<file path="config.mk">
export PLATFORM = sky130hd
export DESIGN_NAME = mem_port_arbiter
export DESIGN_NICKNAME = d
export VERILOG_FILES = /design/src/rtl/mem_pkg.sv /design/src/rtl/mem_port_buf.sv /design/src/rtl/mem_port_arbiter.sv
export SDC_FILE = /design/constraint.sdc
export NUM_CORES = 1
export LEC_CHECK = 0
export ABC_AREA = 0
export CORE_MARGIN = 10
export CORE_UTILIZATION = 35
export DETAILED_ROUTE_END_ITERATION = 10
export HOLD_SLACK_MARGIN = 0.02
export PLACE_DENSITY = 0.72
export SLEW_MARGIN = 20
export SYNTH_ARGS = -nofsm -noshare
export SYNTH_HDL_FRONTEND = slang
export SYNTH_SLANG_ARGS = --single-unit
</file>
<file path="constraint.sdc">
create_clock -name clk -period 3.1 [get_ports clk]
set_input_delay 0.775 -clock clk [delete_from_list [all_inputs] [get_ports clk]]
set_output_delay 0.775 -clock clk [all_outputs]
set_load 0.05 [all_outputs]
</file>
<file path="src/rtl/mem_pkg.sv">
// Shared definitions for the unified-memory port arbiter.
//   - arb_state_e : arbiter FSM states (IDLE / FETCH / DATA)
//   - MEM_ADDR_W  : default address width
//   - MEM_DATA_W  : default data width
package mem_pkg;

  localparam int unsigned MEM_ADDR_W = 32;
  localparam int unsigned MEM_DATA_W = 32;

  typedef enum logic [1:0] {
    IDLE  = 2'd0,
    FETCH = 2'd1,
    DATA  = 2'd2
  } arb_state_e;

endpackage

</file>
<file path="src/rtl/mem_port_buf.sv">
// Per-port result buffer: holds a done flag and the returned data until the
// pipeline advances.
//   clk_i/rst_ni : clock, asynchronous active-low reset
//   set_i        : transaction completed for this port (sets done)
//   load_i       : completed transaction returns data (0 = store, keep data)
//   set_data_i   : returned data, captured on set_i & load_i
//   clear_i      : pipeline advanced, drop done
//   flush_i      : port flushed, drop done
//   done_o       : result buffered
//   data_o       : buffered data
module mem_port_buf
  import mem_pkg::*;
#(
  parameter int unsigned DATA_W = MEM_DATA_W
) (
  input  logic              clk_i,
  input  logic              rst_ni,
  input  logic              set_i,
  input  logic              load_i,
  input  logic [DATA_W-1:0] set_data_i,
  input  logic              clear_i,
  input  logic              flush_i,
  output logic              done_o,
  output logic [DATA_W-1:0] data_o
);

  logic              done_q, done_d;
  logic [DATA_W-1:0] data_q, data_d;

  // A completion on the same edge as an advance belongs to the new
  // instruction, so set wins over clear.
  always_comb begin
    done_d = done_q;
    data_d = data_q;
    if (clear_i || flush_i) begin
      done_d = 1'b0;
    end
    if (set_i) begin
      done_d = 1'b1;
      if (load_i) begin
        data_d = set_data_i;
      end
    end
  end

  always_ff @(posedge clk_i or negedge rst_ni) begin
    if (!rst_ni) begin
      done_q <= 1'b0;
      data_q <= '0;
    end else begin
      done_q <= done_d;
      data_q <= data_d;
    end
  end

  assign done_o = done_q;
  assign data_o = data_q;

endmodule

</file>
<file path="src/rtl/mem_port_arbiter.sv">
// Arbiter sharing one single-ported memory between instruction fetch and
// the MEM-stage data port. Data wins over fetch, each port's result is
// buffered until the pipeline advances, and a combined stall is produced.
//   clk, rst_n                              : clock, async active-low reset
//   if_req/if_addr/if_flush                 : fetch request, PC, redirect pulse
//   if_rdata/if_done                        : buffered fetch result
//   dm_req/dm_we/dm_addr/dm_wdata           : load/store request
//   dm_rdata/dm_done                        : buffered data result
//   pipe_stall                              : pipeline-wide memory stall
//   mem_req/mem_we/mem_addr/mem_wdata       : memory command
//   mem_ack/mem_rdata                       : memory completion
//   mem_err                                 : sticky timeout flag
module mem_port_arbiter
  import mem_pkg::*;
#(
  parameter int unsigned ADDR_W  = MEM_ADDR_W,
  parameter int unsigned DATA_W  = MEM_DATA_W,
  parameter int unsigned TIMEOUT = 255
) (
  input  logic              clk,
  input  logic              rst_n,
  input  logic              if_req,
  input  logic [ADDR_W-1:0] if_addr,
  input  logic              if_flush,
  output logic [DATA_W-1:0] if_rdata,
  output logic              if_done,
  input  logic              dm_req,
  input  logic              dm_we,
  input  logic [ADDR_W-1:0] dm_addr,
  input  logic [DATA_W-1:0] dm_wdata,
  output logic [DATA_W-1:0] dm_rdata,
  output logic              dm_done,
  output logic              pipe_stall,
  output logic              mem_req,
  output logic              mem_we,
  output logic [ADDR_W-1:0] mem_addr,
  output logic [DATA_W-1:0] mem_wdata,
  input  logic              mem_ack,
  input  logic [DATA_W-1:0] mem_rdata,
  output logic              mem_err
);

  // Counter only has to reach TIMEOUT-1 (the last waiting cycle).
  localparam int unsigned      CNT_W    = (TIMEOUT > 1) ? $clog2(TIMEOUT) : 1;
  localparam logic [CNT_W-1:0] CNT_LAST = CNT_W'(TIMEOUT - 1);

  arb_state_e        state_q, state_d;
  logic [CNT_W-1:0]  cnt_q, cnt_d;
  logic              stale_q, stale_d;
  logic              we_q, we_d;
  logic [ADDR_W-1:0] addr_q, addr_d;
  logic [DATA_W-1:0] wdata_q, wdata_d;
  logic              err_q, err_d;

  logic              if_set, dm_set;
  logic              complete;
  logic              advance;
  logic [DATA_W-1:0] rsp_data;

  assign pipe_stall = (if_req & ~if_done) | (dm_req & ~dm_done);
  assign advance    = ~pipe_stall;

  // Forced completion on the last allowed cycle returns zero data.
  assign complete = mem_ack | (cnt_q == CNT_LAST);
  assign rsp_data = mem_ack ? mem_rdata : '0;

  always_comb begin
    state_d = state_q;
    cnt_d   = cnt_q;
    stale_d = stale_q;
    we_d    = we_q;
    addr_d  = addr_q;
    wdata_d = wdata_q;
    err_d   = err_q;
    if_set  = 1'b0;
    dm_set  = 1'b0;

    case (state_q)
      IDLE: begin
        if (dm_req && !dm_done) begin
          state_d = DATA;
          we_d    = dm_we;
          addr_d  = dm_addr;
          wdata_d = dm_wdata;
          cnt_d   = '0;
        end else if (if_req && !if_done && !if_flush) begin
          state_d = FETCH;
          we_d    = 1'b0;
          addr_d  = if_addr;
          wdata_d = '0;
          cnt_d   = '0;
        end
      end

      FETCH: begin
        // Memory cannot abort: a redirect only marks the fetch stale and
        // its data is dropped at completion.
        if (if_flush) begin
          stale_d = 1'b1;
        end
        if (complete) begin
          state_d = IDLE;
          stale_d = 1'b0;
          cnt_d   = '0;
          if_set  = ~stale_q & ~if_flush;
          if (!mem_ack) begin
            err_d = 1'b1;
          end
        end else begin
          cnt_d = cnt_q + 1'b1;
        end
      end

      DATA: begin
        if (complete) begin
          state_d = IDLE;
          cnt_d   = '0;
          dm_set  = 1'b1;
          if (!mem_ack) begin
            err_d = 1'b1;
          end
        end else begin
          cnt_d = cnt_q + 1'b1;
        end
      end

      default: state_d = IDLE;
    endcase
  end

  always_ff @(posedge clk or negedge rst_n) begin
    if (!rst_n) begin
      state_q <= IDLE;
      cnt_q   <= '0;
      stale_q <= 1'b0;
      we_q    <= 1'b0;
      addr_q  <= '0;
      wdata_q <= '0;
      err_q   <= 1'b0;
    end else begin
      state_q <= state_d;
      cnt_q   <= cnt_d;
      stale_q <= stale_d;
      we_q    <= we_d;
      addr_q  <= addr_d;
      wdata_q <= wdata_d;
      err_q   <= err_d;
    end
  end

  assign mem_req   = (state_q != IDLE);
  assign mem_we    = we_q;
  assign mem_addr  = addr_q;
  assign mem_wdata = wdata_q;
  assign mem_err   = err_q;

  mem_port_buf #(
    .DATA_W(DATA_W)
  ) u_if_buf (
    .clk_i     (clk),
    .rst_ni    (rst_n),
    .set_i     (if_set),
    .load_i    (1'b1),
    .set_data_i(rsp_data),
    .clear_i   (advance),
    .flush_i   (if_flush),
    .done_o    (if_done),
    .data_o    (if_rdata)
  );

  mem_port_buf #(
    .DATA_W(DATA_W)
  ) u_dm_buf (
    .clk_i     (clk),
    .rst_ni    (rst_n),
    .set_i     (dm_set),
    .load_i    (~we_q),
    .set_data_i(rsp_data),
    .clear_i   (advance),
    .flush_i   (1'b0),
    .done_o    (dm_done),
    .data_o    (dm_rdata)
  );

endmodule

</file>
==> run_summary.xml, run 1 <==
<?xml version="1.0" encoding="UTF-8"?>
<metrics>
  <group name="cells_and_area">
    <metric name="layout.nets" unit="">842</metric>
    <metric name="multiInputGateArea" unit="sq mm">0.001939</metric>
    <metric name="share_of_final_layout_standard_cells_stronger_than_drive_strength_1" unit="">0.07283</metric>
    <metric name="synthToLayoutAreaGrowth" unit="%">60.92</metric>
    <metric name="number_of_fillers_in_the_final_layout" unit="">1342</metric>
    <metric name="finalInstanceArea" unit="sq mm">0.009145</metric>
    <metric name="seqCellArea" unit="sq mm">0.003578</metric>
    <metric name="num_antenna_cells" unit="">0</metric>
  </group>
  <group name="global_routing">
    <metric name="grt_pass1_wl" unit="um">28500</metric>
    <metric name="grt_max_degree" unit="">98</metric>
    <metric name="total_track_usage" unit="">0.1637</metric>
    <metric name="grt_remaining_overflow" unit="">0</metric>
    <metric name="first_global_vias" unit="">5115</metric>
    <metric name="antenna_found_initial" unit="">0</metric>
  </group>
  <group name="placement">
    <metric name="placed_cell_area" unit="sq mm">0.008596</metric>
    <metric name="place.detailed.hpwl" unit="um">13590</metric>
    <metric name="io_buffer_count" unit="">268</metric>
    <metric name="gp_congestion" unit="">0.8048</metric>
  </group>
  <group name="synth">
    <metric name="syn_area_per_cell" unit="sq um">12.95</metric>
    <metric name="yosys_warnings" unit="">0</metric>
    <metric name="syn-num-nets" unit="">579</metric>
    <metric name="synth_top_family_by_area" unit="">compound AO/OA/AOI/OAI gates</metric>
    <metric name="synth_adder_area_share" unit="">0.01101</metric>
    <metric name="synthSimpleGateAreaFrac" unit="">0.05592</metric>
    <metric name="seq_area_frac_synth" unit="">0.6297</metric>
    <metric name="synth.cell_area" unit="sq mm">0.005683</metric>
    <metric name="synth-async-reset-ratio" unit="">1.000</metric>
    <metric name="post_synth_mux_area_share" unit="">0.05812</metric>
    <metric name="synth_enable_flop_cells" unit="">0</metric>
    <metric name="post_synth_xor_area_fraction" unit="">0</metric>
    <metric name="most_used_flip_flop_cell_after_synthesis" unit="">sky130_fd_sc_hd__dfrtp_1</metric>
    <metric name="synth.ff_latch_count" unit="">143</metric>
    <metric name="yosys.cell_types.count" unit="">33</metric>
    <metric name="synth-compound-area-share" unit="">0.2129</metric>
    <metric name="postSynthCellCount" unit="">439</metric>
  </group>
  <group name="job">
    <metric name="drv.max_cap_violation_count" unit="">0</metric>
  </group>
  <group name="timing">
    <metric name="max_clk_rate" unit="MHz">340.8</metric>
    <metric name="slew_headroom" unit="">0.4655</metric>
    <metric name="period_needed" unit="ns">2.934</metric>
    <metric name="finalClockSkew" unit="ns">0.01187</metric>
    <metric name="fin_tns_setup" unit="ns">0</metric>
    <metric name="fin_hold_ws" unit="ns">0.3494</metric>
    <metric name="setup_repair_after_global_routing_missed_its_margin" unit="">false</metric>
    <metric name="timing.final.hold_violations" unit="">0</metric>
    <metric name="actual_slew_at_the_worst_max_slew_pin" unit="ns">0.7964</metric>
    <metric name="timing.final.crit_share" unit="">0.9464</metric>
    <metric name="setup_violations" unit="">0</metric>
    <metric name="maxSlewViolCount" unit="">0</metric>
  </group>
  <group name="routing">
    <metric name="iteration_0_drc_markers" unit="">205</metric>
    <metric name="via_per_inst" unit="">5.004</metric>
    <metric name="drc_errors" unit="">0</metric>
    <metric name="drt_pass1_iterations" unit="">5</metric>
    <metric name="route.antenna.remaining_nets" unit="">0</metric>
    <metric name="routed-via-count" unit="">4654</metric>
    <metric name="postRouteWirelength" unit="um">18100</metric>
    <metric name="wl_per_cell" unit="um">19.46</metric>
  </group>
  <group name="pwr">
    <metric name="power-per-cell-area" unit="mW/mm^2">1229</metric>
    <metric name="combinationalPowerShare" unit="">0.556</metric>
    <metric name="net_switching_fraction_of_the_power" unit="">0.4730</metric>
    <metric name="internal-power" unit="W">0.005922</metric>
    <metric name="vdd_ir_drop_max" unit="V">0.0006217</metric>
    <metric name="static_leakage" unit="nW">4.143</metric>
    <metric name="sequentialPowerShare" unit="">0.278</metric>
    <metric name="clock_group_share_of_total_power" unit="">0.167</metric>
    <metric name="p_switching" unit="W">0.005316</metric>
    <metric name="power.total" unit="W">0.01124</metric>
  </group>
  <group name="worst_setup_path">
    <metric name="cp_slowest_stage_delay" unit="ns">0.84</metric>
    <metric name="critical-path-top-cell-by-count" unit="">sky130_fd_sc_hd__inv_1</metric>
    <metric name="worst-endpoint-required" unit="ns">2.32</metric>
    <metric name="worst_setup_path_start_kind" unit="">register</metric>
    <metric name="cp_data_arrival_time" unit="ns">2.16</metric>
    <metric name="timing.critical_path.to_type" unit="">primary output</metric>
    <metric name="critPathKind" unit="">reg -&gt; out</metric>
    <metric name="crit_path_max_fanout" unit="">5</metric>
    <metric name="crit_slowest_cell" unit="">sky130_fd_sc_hd__clkdlybuf4s50_1</metric>
    <metric name="timing.critical_path.cells" unit="">inv_1 &gt; ha_1 &gt; inv_1 &gt; clkdlybuf4s50_1</metric>
  </group>
  <group name="clocking">
    <metric name="clock_tree.root_cell" unit="">sky130_fd_sc_hd__clkbuf_16</metric>
    <metric name="cts_repair_resize_count" unit="">0</metric>
    <metric name="tritoncts.num_buffers" unit="">17</metric>
    <metric name="cts.hold.buffers_added" unit="">0</metric>
    <metric name="clock_sink_count" unit="">143</metric>
    <metric name="clock_latency" unit="ns">0.42</metric>
    <metric name="post_cts_setup_bufs" unit="">0</metric>
    <metric name="h-tree-depth" unit="">4</metric>
    <metric name="clock_tree_from_tritoncts" unit="">yes</metric>
    <metric name="clockBufferDepth" unit="">2</metric>
    <metric name="cts.reportedPaths.clkPinSlew" unit="ns">0.06</metric>
  </group>
  <group name="die">
    <metric name="initial_utilization" unit="">0.3578</metric>
    <metric name="io-pin-count" unit="">269</metric>
    <metric name="dieHeight" unit="um">147.4</metric>
    <metric name="die_x" unit="um">147.4</metric>
    <metric name="core_area" unit="sq mm">0.01589</metric>
    <metric name="num_rows" unit="">46</metric>
    <metric name="die_area" unit="sq mm">0.02173</metric>
  </group>
  <group name="min_path">
    <metric name="timing.hold.worst.class" unit="">in -&gt; async</metric>
  </group>
  <group name="outcome">
    <metric name="status" unit="">finished clean</metric>
  </group>
</metrics>
## cells by family after synthesis
logic type | after synthesis
AO/OA/AOI/OAI | 156
adder cells (fa/ha/maj) | 5
buffers and inverters | 40
flip-flops | 143
multiplexers | 33
AND/OR/NAND/NOR | 62
## state kept, by name, indices dropped and copies added, names as in the netlist
| signal | flops |
|---|---|
| mem_err | 1 |
| mem_we | 1 |
| cnt_q | 8 |
| u_dm_buf.done_o | 1 |
| u_if_buf.data_o | 32 |
| state_q | 2 |
| u_if_buf.done_o | 1 |
| u_dm_buf.data_o | 32 |
| mem_wdata | 32 |
| stale_q | 1 |
| mem_addr | 32 |
## synthesized netlist by cell type (2+ instances only)
cell type                  instances  area (sq um)
sky130_fd_sc_hd__nand2_1          33         123.9
sky130_fd_sc_hd__dfrtp_1         143          3578
sky130_fd_sc_hd__mux2i_1          33         330.3
sky130_fd_sc_hd__o21ai_0          13         65.06
sky130_fd_sc_hd__and3_1            3         18.77
sky130_fd_sc_hd__o21ai_1          27         135.1
sky130_fd_sc_hd__nand2b_1          2         12.51
sky130_fd_sc_hd__buf_4             3         22.52
sky130_fd_sc_hd__nor2b_1           9         56.30
sky130_fd_sc_hd__ha_1              5         62.56
sky130_fd_sc_hd__o22ai_1           2         12.51
sky130_fd_sc_hd__clkbuf_1         11         41.29
sky130_fd_sc_hd__a22o_1          103         902.1
sky130_fd_sc_hd__inv_1             8         30.03
sky130_fd_sc_hd__buf_2            18         90.09
sky130_fd_sc_hd__nand4_1           2         12.51
sky130_fd_sc_hd__nor2_1            4         15.01
sky130_fd_sc_hd__a21oi_1           4         20.02
sky130_fd_sc_hd__and4_1            2         17.52
## routing by layer
layer | up-vias | global-route usage | part of all wire | routed length, um
li1 | 2161 | - | - | -
met1 | 2251 | 0.1902 | 0.41 | 7434
met2 | 225 | 0.2559 | 0.47 | 8425
met3 | 17 | 0.08730 | 0.11 | 1980
met4 | 0 | 0.05055 | 0.014 | 255
met5 | - | 0 | 0 | 0
## cell usage in the layout, fill, tap and decap left out, types with 4 or more instances in the layout
master,netlist,final
sky130_fd_sc_hd__dfrtp_1,143,143
sky130_fd_sc_hd__o21ai_0,13,13
sky130_fd_sc_hd__ha_1,5,5
sky130_fd_sc_hd__o21ai_1,27,26
sky130_fd_sc_hd__clkdlybuf4s50_1,0,266
sky130_fd_sc_hd__mux2i_1,33,33
sky130_fd_sc_hd__buf_4,3,6
sky130_fd_sc_hd__nor2b_1,9,9
sky130_fd_sc_hd__a21oi_1,4,4
sky130_fd_sc_hd__nand2_1,33,33
sky130_fd_sc_hd__inv_1,8,8
sky130_fd_sc_hd__clkbuf_16,0,17
sky130_fd_sc_hd__a22o_1,103,103
## power by group through the flow
stage | clock, W | sequential [W] | combinational (W)
global placement | 0 | 0.00312 | 0.00617
finish | 0.00187 | 0.00312 | 0.00624
detailed placement | 0 | 0.00313 | 0.00629
CTS | 0.00191 | 0.00313 | 0.00630
floorplan | 0 | 0.00565 | 0.00150
global route | 0.00200 | 0.00322 | 0.00657
## final cells by class
type,instances,share of cell area
clock inverters,11,0.008893
repair buffers,276,0.3039
inverters,8,0.003284
flip-flops and latches,143,0.3913
clock buffers,20,0.05103
multi-input cells,256,0.2121
well taps,216,0.02955
## worst paths after layout
path / start / to / slack (ns) / cells past startpoint
setup / recovery: state_q[1] / mem_req / 0.17 / 4
hold / removal: rst_n / u_dm_buf.data_o[23] / 0.35 / 1
setup reg to reg: cnt_q[0] / cnt_q[6] / 0.99 / 6
hold reg to reg: mem_addr[7] / mem_addr[7] / 0.48 / 2
max in group asynchronous: rst_n / mem_addr[6] / 1.98 / 2
min in group clk: mem_addr[7] / mem_addr[7] / 0.48 / 2
## per-stage QoR
stage	setup slack, ns	instances	utilization
6_report	0.1661	930	0.5757
5_1_grt	0.06986	930	0.5757
4_1_cts	0.1397	930	0.5756
3_5_place_dp	0.3612	899	0.5411
3_3_place_gp	0.3988	899	0.5410
2_1_floorplan	1.068	439	-
## worst max-delay path: cells and delay by family (launching register included)
family                   cells  cell delay (ns)
adder cells (fa/ha/maj)      1             0.30
buffers and inverters        3             1.08
flip-flops                   1             0.37
Note: power is estimated with default switching activity, not from simulation.
==> run 2: changes to the inputs <==
Settings changed: CORE_UTILIZATION 35 to 25, PLACE_DENSITY 0.72 to 0.55.
==> run 2 against run 1 <==
Net effect:
- clock power increased by 4%
- die area increased by 34%
- non-clock buffer count increased by 2
- wire length increased by 7.2%
- critical path depth unchanged
- sequential power about the same
- via count decreased by 1.6%
- total power increased by 0.96%
- global-route usage decreased by 3.2 points
==> run_summary.xml, run 2 (same netlist as run 1, synthesis figures left out) <==
<?xml version="1.0" encoding="UTF-8"?>
<metrics>
  <group name="outcome">
    <metric name="status" unit="">finished clean</metric>
  </group>
  <group name="die">
    <metric name="die_x" unit="um">170.8</metric>
    <metric name="die_area" unit="sq mm">0.02916</metric>
    <metric name="initial_utilization" unit="">0.2525</metric>
    <metric name="core_area" unit="sq mm">0.02250</metric>
    <metric name="num_rows" unit="">55</metric>
    <metric name="io-pin-count" unit="">269</metric>
    <metric name="dieHeight" unit="um">170.8</metric>
  </group>
  <group name="routing">
    <metric name="drc_errors" unit="">0</metric>
    <metric name="postRouteWirelength" unit="um">19390</metric>
    <metric name="routed-via-count" unit="">4580</metric>
    <metric name="route.antenna.remaining_nets" unit="">0</metric>
    <metric name="iteration_0_drc_markers" unit="">309</metric>
    <metric name="wl_per_cell" unit="um">19.35</metric>
    <metric name="via_per_inst" unit="">4.571</metric>
    <metric name="drt_pass1_iterations" unit="">4</metric>
  </group>
  <group name="worst_setup_path">
    <metric name="worst_setup_path_start_kind" unit="">register</metric>
    <metric name="worst-endpoint-required" unit="ns">2.32</metric>
    <metric name="cp_data_arrival_time" unit="ns">1.80</metric>
    <metric name="rrSetupSlack" unit="ns">1.03</metric>
    <metric name="timing.critical_path.to_type" unit="">primary output</metric>
    <metric name="cp_slowest_stage_delay" unit="ns">0.49</metric>
    <metric name="crit_path_max_fanout" unit="">5</metric>
    <metric name="crit_slowest_cell" unit="">sky130_fd_sc_hd__dlymetal6s2s_1</metric>
    <metric name="worst_path_dominant_cell_family" unit="">buffers and inverters</metric>
    <metric name="critical-path-top-cell-by-count" unit="">sky130_fd_sc_hd__inv_1</metric>
    <metric name="critPathBufInv" unit="">3</metric>
    <metric name="critPathKind" unit="">reg -&gt; out</metric>
    <metric name="timing.critical_path.cells" unit="">inv_1 &gt; ha_1 &gt; inv_1 &gt; dlymetal6s2s_1</metric>
  </group>
  <group name="cells_and_area">
    <metric name="leading_cell_type_in_the_layout_fill_and_taps_excluded" unit="">sky130_fd_sc_hd__clkdlybuf4s50_1</metric>
    <metric name="num_antenna_cells" unit="">0</metric>
    <metric name="layout_common_cells" unit="">sky130_fd_sc_hd__clkdlybuf4s50_1, sky130_fd_sc_hd__dfrtp_1, sky130_fd_sc_hd__a22o_1</metric>
    <metric name="number_of_fillers_in_the_final_layout" unit="">2118</metric>
    <metric name="share_of_final_layout_standard_cells_stronger_than_drive_strength_1" unit="">0.07392</metric>
    <metric name="synthToLayoutAreaGrowth" unit="%">63.12</metric>
    <metric name="layout.nets" unit="">844</metric>
    <metric name="postLayoutCoreUtil" unit="">0.4120</metric>
  </group>
  <group name="placement">
    <metric name="io_buffer_count" unit="">268</metric>
    <metric name="gp_congestion" unit="">0.7734</metric>
    <metric name="place.detailed.hpwl" unit="um">14040</metric>
  </group>
  <group name="timing">
    <metric name="fin_tns_setup" unit="ns">0</metric>
    <metric name="max_clk_rate" unit="MHz">387.8</metric>
    <metric name="timing.final.crit_share" unit="">0.8318</metric>
    <metric name="setup_repair_after_global_routing_missed_its_margin" unit="">false</metric>
    <metric name="timing.final.hold_violations" unit="">0</metric>
    <metric name="period_needed" unit="ns">2.579</metric>
    <metric name="finalClockSkew" unit="ns">0.009892</metric>
    <metric name="maxSlewViolCount" unit="">0</metric>
    <metric name="slew_headroom" unit="">0.4591</metric>
    <metric name="actual_slew_at_the_worst_max_slew_pin" unit="ns">0.8114</metric>
    <metric name="fin_hold_ws" unit="ns">0.4399</metric>
    <metric name="setup_violations" unit="">0</metric>
  </group>
  <group name="pwr">
    <metric name="clock_group_share_of_total_power" unit="">0.171</metric>
    <metric name="vdd_ir_drop_max" unit="V">0.0004503</metric>
    <metric name="power-per-cell-area" unit="mW/mm^2">1224</metric>
    <metric name="p_switching" unit="W">0.005421</metric>
    <metric name="net_switching_fraction_of_the_power" unit="">0.4778</metric>
    <metric name="sequentialPowerShare" unit="">0.274</metric>
    <metric name="power.total" unit="W">0.01135</metric>
    <metric name="internal-power" unit="W">0.005924</metric>
    <metric name="combinationalPowerShare" unit="">0.556</metric>
    <metric name="static_leakage" unit="nW">4.173</metric>
  </group>
  <group name="clocking">
    <metric name="tritoncts.num_buffers" unit="">17</metric>
    <metric name="clock_tree.root_cell" unit="">sky130_fd_sc_hd__clkbuf_16</metric>
    <metric name="clock_tree_from_tritoncts" unit="">yes</metric>
    <metric name="clock_latency" unit="ns">0.41</metric>
    <metric name="h-tree-depth" unit="">4</metric>
    <metric name="clockBufferDepth" unit="">2</metric>
    <metric name="cts.reportedPaths.clkPinSlew" unit="ns">0.06</metric>
    <metric name="clock_sink_count" unit="">143</metric>
  </group>
  <group name="global_routing">
    <metric name="antenna_found_initial" unit="">1</metric>
    <metric name="grt_remaining_overflow" unit="">0</metric>
    <metric name="grt_pass1_wl" unit="um">30230</metric>
    <metric name="total_track_usage" unit="">0.1319</metric>
    <metric name="first_global_vias" unit="">5095</metric>
    <metric name="grt_max_degree" unit="">144</metric>
  </group>
  <group name="min_path">
    <metric name="timing.hold.worst.class" unit="">in -&gt; async</metric>
  </group>
  <group name="job">
    <metric name="drv.max_cap_violation_count" unit="">0</metric>
  </group>
</metrics>
run 2: cell count changes in the layout (fill, tap and decap cells not counted), moves of 2 or more:
cell,previous run,this run
sky130_fd_sc_hd__clkbuf_8,3,1
sky130_fd_sc_hd__inv_8,0,2
sky130_fd_sc_hd__clkinv_2,3,1
sky130_fd_sc_hd__inv_6,3,6
run 2: cell type report:
class                      instances  area [sq um]  share of cell area
sequential                       143          3578              0.3860
multi-input combinational        256          1937              0.2089
tap                              285         356.6             0.03847
clock buffer                      18         439.2             0.04737
timing repair buffer             278          2809              0.3030
clock inverter                    14         120.1             0.01296
inverter                           8         30.03            0.003239
run 2: worst reg2reg max path: cells and delay by family, from the launching register on:
family,cells,cell delay (ns)
AND/OR/NAND/NOR,2,0.46
AO/OA/AOI/OAI,2,0.84
buffers and inverters,1,0.10
adder cells (fa/ha/maj),1,0.16
flip-flops,1,0.40
run 2: repair_timing:
action,4_1_cts,5_1_grt
endpoints found under the setup margin,0,1
hold buffers,0,0
setup buffers,0,0
resized for setup,0,1
run 2: stage by stage:
stage                     setup slack, ns  cells  instance area, sq um
final                              0.5213   1002                  9270
after global routing               0.3852   1002                  9270
after CTS                         0.09976   1002                  9268
after detailed placement           0.5430    970                  8708
after global placement             0.5902    970                  8708
after floorplan                     1.068    439                  5683
run 2: per-layer routing:
metal / share of wire / wire, um / track usage
met1: 0.42 / 8140 / 0.1562
met2: 0.46 / 8946 / 0.2053
met4: 0.010 / 196 / 0.02975
met5: 0.00067 / 13 / 0
met3: 0.11 / 2097 / 0.07212
run 2: final timing paths:
check / start / depth (start not counted) / end
worst max-delay path: state_q[1] / 4 / mem_req
worst min-delay path: rst_n / 2 / u_if_buf.data_o[24]
worst max register to register: cnt_q[0] / 6 / cnt_q[6]
worst min register to register: mem_err / 1 / mem_err
max in group asynchronous: rst_n / 2 / mem_addr[23]
min in group clk: mem_err / 1 / mem_err
run 2: power by group through the flow:
| stage | registers [W] | clock network [W] | logic, W |
|---|---|---|---|
| after floorplan | 0.00565 | 0 | 0.00150 |
| after global placement | 0.00309 | 0 | 0.00632 |
| after detailed placement | 0.00312 | 0 | 0.00638 |
| after CTS | 0.00311 | 0.00202 | 0.00640 |
| after global routing | 0.00320 | 0.00211 | 0.00665 |
| final | 0.00310 | 0.00194 | 0.00631 |
==> run 3: changes to the inputs <==
Clock period 3.1 ns to 2.6 ns, I/O delays scaled along.
==> run 3 against run 2 <==
Net effect:
- register-to-register slack got worse by 0.52 ns
- sequential share of layout area decreased by 0.23 points
- total power increased by 20%
- cell area increased by 0.59%
- count of clock-buffer cells in the layout increased by 1
- wire length decreased by 1.6%
- clock power increased by 24%
- global-route usage decreased by 0.17 points
- critical endpoint is now mem_we
==> run_summary.xml, run 3 (same netlist as run 1, synthesis figures left out) <==
<?xml version="1.0" encoding="UTF-8"?>
<metrics>
  <group name="timing">
    <metric name="max_clk_rate" unit="MHz">425.3</metric>
    <metric name="fin_hold_ws" unit="ns">0.1924</metric>
    <metric name="setup_repair_after_global_routing_missed_its_margin" unit="">false</metric>
    <metric name="period_needed" unit="ns">2.351</metric>
    <metric name="slack_of_the_critical_path" unit="ns">0.2487</metric>
    <metric name="maxSlewViolCount" unit="">0</metric>
    <metric name="timing.final.crit_share" unit="">0.9044</metric>
    <metric name="actual_slew_at_the_worst_max_slew_pin" unit="ns">0.7919</metric>
    <metric name="slew_headroom" unit="">0.4685</metric>
    <metric name="timing.final.hold_violations" unit="">0</metric>
    <metric name="finalClockSkew" unit="ns">0.01098</metric>
    <metric name="fin_tns_setup" unit="ns">0</metric>
    <metric name="setup_violations" unit="">0</metric>
  </group>
  <group name="global_routing">
    <metric name="grt_max_degree" unit="">85</metric>
    <metric name="antenna_found_initial" unit="">1</metric>
    <metric name="total_track_usage" unit="">0.1302</metric>
    <metric name="grt_remaining_overflow" unit="">0</metric>
    <metric name="grt_pass1_wl" unit="um">29540</metric>
    <metric name="first_global_vias" unit="">5033</metric>
  </group>
  <group name="die">
    <metric name="io-pin-count" unit="">269</metric>
    <metric name="die_area" unit="sq mm">0.02916</metric>
    <metric name="dieHeight" unit="um">170.8</metric>
    <metric name="core_area" unit="sq mm">0.02250</metric>
    <metric name="initial_utilization" unit="">0.2525</metric>
    <metric name="num_rows" unit="">55</metric>
    <metric name="die_x" unit="um">170.8</metric>
  </group>
  <group name="worst_setup_path">
    <metric name="crit_path_max_fanout" unit="">4</metric>
    <metric name="cp_slowest_stage_delay" unit="ns">0.87</metric>
    <metric name="cp_data_arrival_time" unit="ns">1.70</metric>
    <metric name="critPathBufInv" unit="">1</metric>
    <metric name="timing.critical_path.to_type" unit="">primary output</metric>
    <metric name="crit_slowest_cell" unit="">sky130_fd_sc_hd__clkdlybuf4s50_1</metric>
    <metric name="worst_path_dominant_cell_family" unit="">buffers and inverters</metric>
    <metric name="timing.critical_path.cells" unit="">clkdlybuf4s50_1</metric>
    <metric name="worst_setup_path_start_kind" unit="">register</metric>
    <metric name="critPathKind" unit="">reg -&gt; out</metric>
    <metric name="worst-endpoint-required" unit="ns">1.95</metric>
  </group>
  <group name="pwr">
    <metric name="static_leakage" unit="nW">4.190</metric>
    <metric name="power-per-cell-area" unit="mW/mm^2">1464</metric>
    <metric name="p_switching" unit="W">0.006395</metric>
    <metric name="clock_group_share_of_total_power" unit="">0.177</metric>
    <metric name="net_switching_fraction_of_the_power" unit="">0.4684</metric>
    <metric name="sequentialPowerShare" unit="">0.270</metric>
    <metric name="combinationalPowerShare" unit="">0.553</metric>
    <metric name="internal-power" unit="W">0.007257</metric>
    <metric name="vdd_ir_drop_max" unit="V">0.0006350</metric>
  </group>
  <group name="clocking">
    <metric name="clockBufferDepth" unit="">2</metric>
    <metric name="clock_tree.root_cell" unit="">sky130_fd_sc_hd__clkbuf_16</metric>
    <metric name="cts.reportedPaths.clkPinSlew" unit="ns">0.06</metric>
    <metric name="cts_repair_resize_count" unit="">0</metric>
    <metric name="post_cts_setup_bufs" unit="">0</metric>
    <metric name="h-tree-depth" unit="">4</metric>
    <metric name="cts.hold.buffers_added" unit="">0</metric>
    <metric name="tritoncts.num_buffers" unit="">17</metric>
    <metric name="clock_latency" unit="ns">0.41</metric>
    <metric name="clock_sink_count" unit="">143</metric>
    <metric name="clock_tree_from_tritoncts" unit="">yes</metric>
  </group>
  <group name="job">
    <metric name="drv.max_cap_violation_count" unit="">0</metric>
  </group>
  <group name="routing">
    <metric name="drc_errors" unit="">0</metric>
    <metric name="route.antenna.remaining_nets" unit="">0</metric>
    <metric name="drt_pass1_iterations" unit="">4</metric>
    <metric name="postRouteWirelength" unit="um">19090</metric>
    <metric name="wl_per_cell" unit="um">19.03</metric>
    <metric name="iteration_0_drc_markers" unit="">241</metric>
    <metric name="via_per_inst" unit="">4.537</metric>
    <metric name="routed-via-count" unit="">4551</metric>
  </group>
  <group name="cells_and_area">
    <metric name="share_of_final_layout_standard_cells_stronger_than_drive_strength_1" unit="">0.07521</metric>
    <metric name="layout.nets" unit="">846</metric>
    <metric name="synthToLayoutAreaGrowth" unit="%">64.09</metric>
    <metric name="num_antenna_cells" unit="">0</metric>
    <metric name="leading_cell_type_in_the_layout_fill_and_taps_excluded" unit="">sky130_fd_sc_hd__clkdlybuf4s50_1</metric>
    <metric name="layout_common_cells" unit="">sky130_fd_sc_hd__clkdlybuf4s50_1, sky130_fd_sc_hd__dfrtp_1, sky130_fd_sc_hd__a22o_1</metric>
  </group>
  <group name="placement">
    <metric name="dpl_worst_slack" unit="ns">0.1757</metric>
    <metric name="place.detailed.hpwl" unit="um">14040</metric>
    <metric name="gp_congestion" unit="">0.7532</metric>
    <metric name="io_buffer_count" unit="">268</metric>
  </group>
  <group name="outcome">
    <metric name="status" unit="">finished clean</metric>
  </group>
  <group name="min_path">
    <metric name="timing.hold.worst.class" unit="">in -&gt; async</metric>
  </group>
</metrics>
## run 3: changes by cell type in the layout (fill, tap and decap cells not counted), sizes merged
cell,change
inv,-6
dlymetal6s2s,-1
clkinv,+2
bufinv,+2
buf,+3
clkbuf,+1
## run 3: through the flow
| stage | total power (W) | cells | cell area (sq um) | utilization |
|---|---|---|---|---|
| after global routing | 0.01438 | 1003 | 9325 | 0.4144 |
| after global placement | 0.01128 | 972 | 8746 | 0.3887 |
| after detailed placement | 0.01135 | 972 | 8746 | 0.3887 |
| after CTS | 0.01384 | 1003 | 9325 | 0.4144 |
| final | 0.01365 | 1003 | 9325 | 0.4144 |
| after floorplan | 0.008519 | 439 | 5683 | - |
## run 3: worst paths after layout
| kind | start | endpoint | slack, ns | cells after the start |
|---|---|---|---|---|
| setup / recovery | mem_we | mem_we | 0.25 | 1 |
| max in group asynchronous | rst_n | mem_addr[15] | 1.95 | 2 |
| hold reg to reg | mem_err | mem_err | 0.47 | 1 |
| min in group clk | mem_err | mem_err | 0.47 | 1 |
| setup reg to reg | cnt_q[0] | cnt_q[4] | 0.51 | 6 |
| hold / removal | rst_n | u_dm_buf.data_o[24] | 0.19 | 2 |
## run 3: area by class of cell
| type | count | area, sq um |
|---|---|---|
| clock buffer | 19 | 442.9 |
| fill | 2095 | 13180 |
| inverter | 8 | 30.03 |
| tap | 285 | 356.6 |
| clock inverter | 12 | 136.4 |
| timing repair buffer | 280 | 2844 |
| sequential | 143 | 3578 |
| multi-input combinational | 256 | 1937 |
## run 3: power groups by stage
| stage | clock (W) | combinational [W] | sequential [W] |
|---|---|---|---|
| floorplan | 0 | 0.00178 | 0.00673 |
| global placement | 0 | 0.00758 | 0.00370 |
| detailed placement | 0 | 0.00764 | 0.00371 |
| CTS | 0.00249 | 0.00765 | 0.00370 |
| global route | 0.00259 | 0.00797 | 0.00381 |
| finish | 0.00241 | 0.00756 | 0.00368 |
## run 3: routing by layer
metal  vias to the layer above  GRT usage  part of all wire
met5                         -          0           0.00068
met4                         2    0.03051            0.0080
met3                        10    0.07074              0.11
met2                       196     0.2015              0.46
met1                      2177     0.1548              0.42
li1                       2166          -                 -
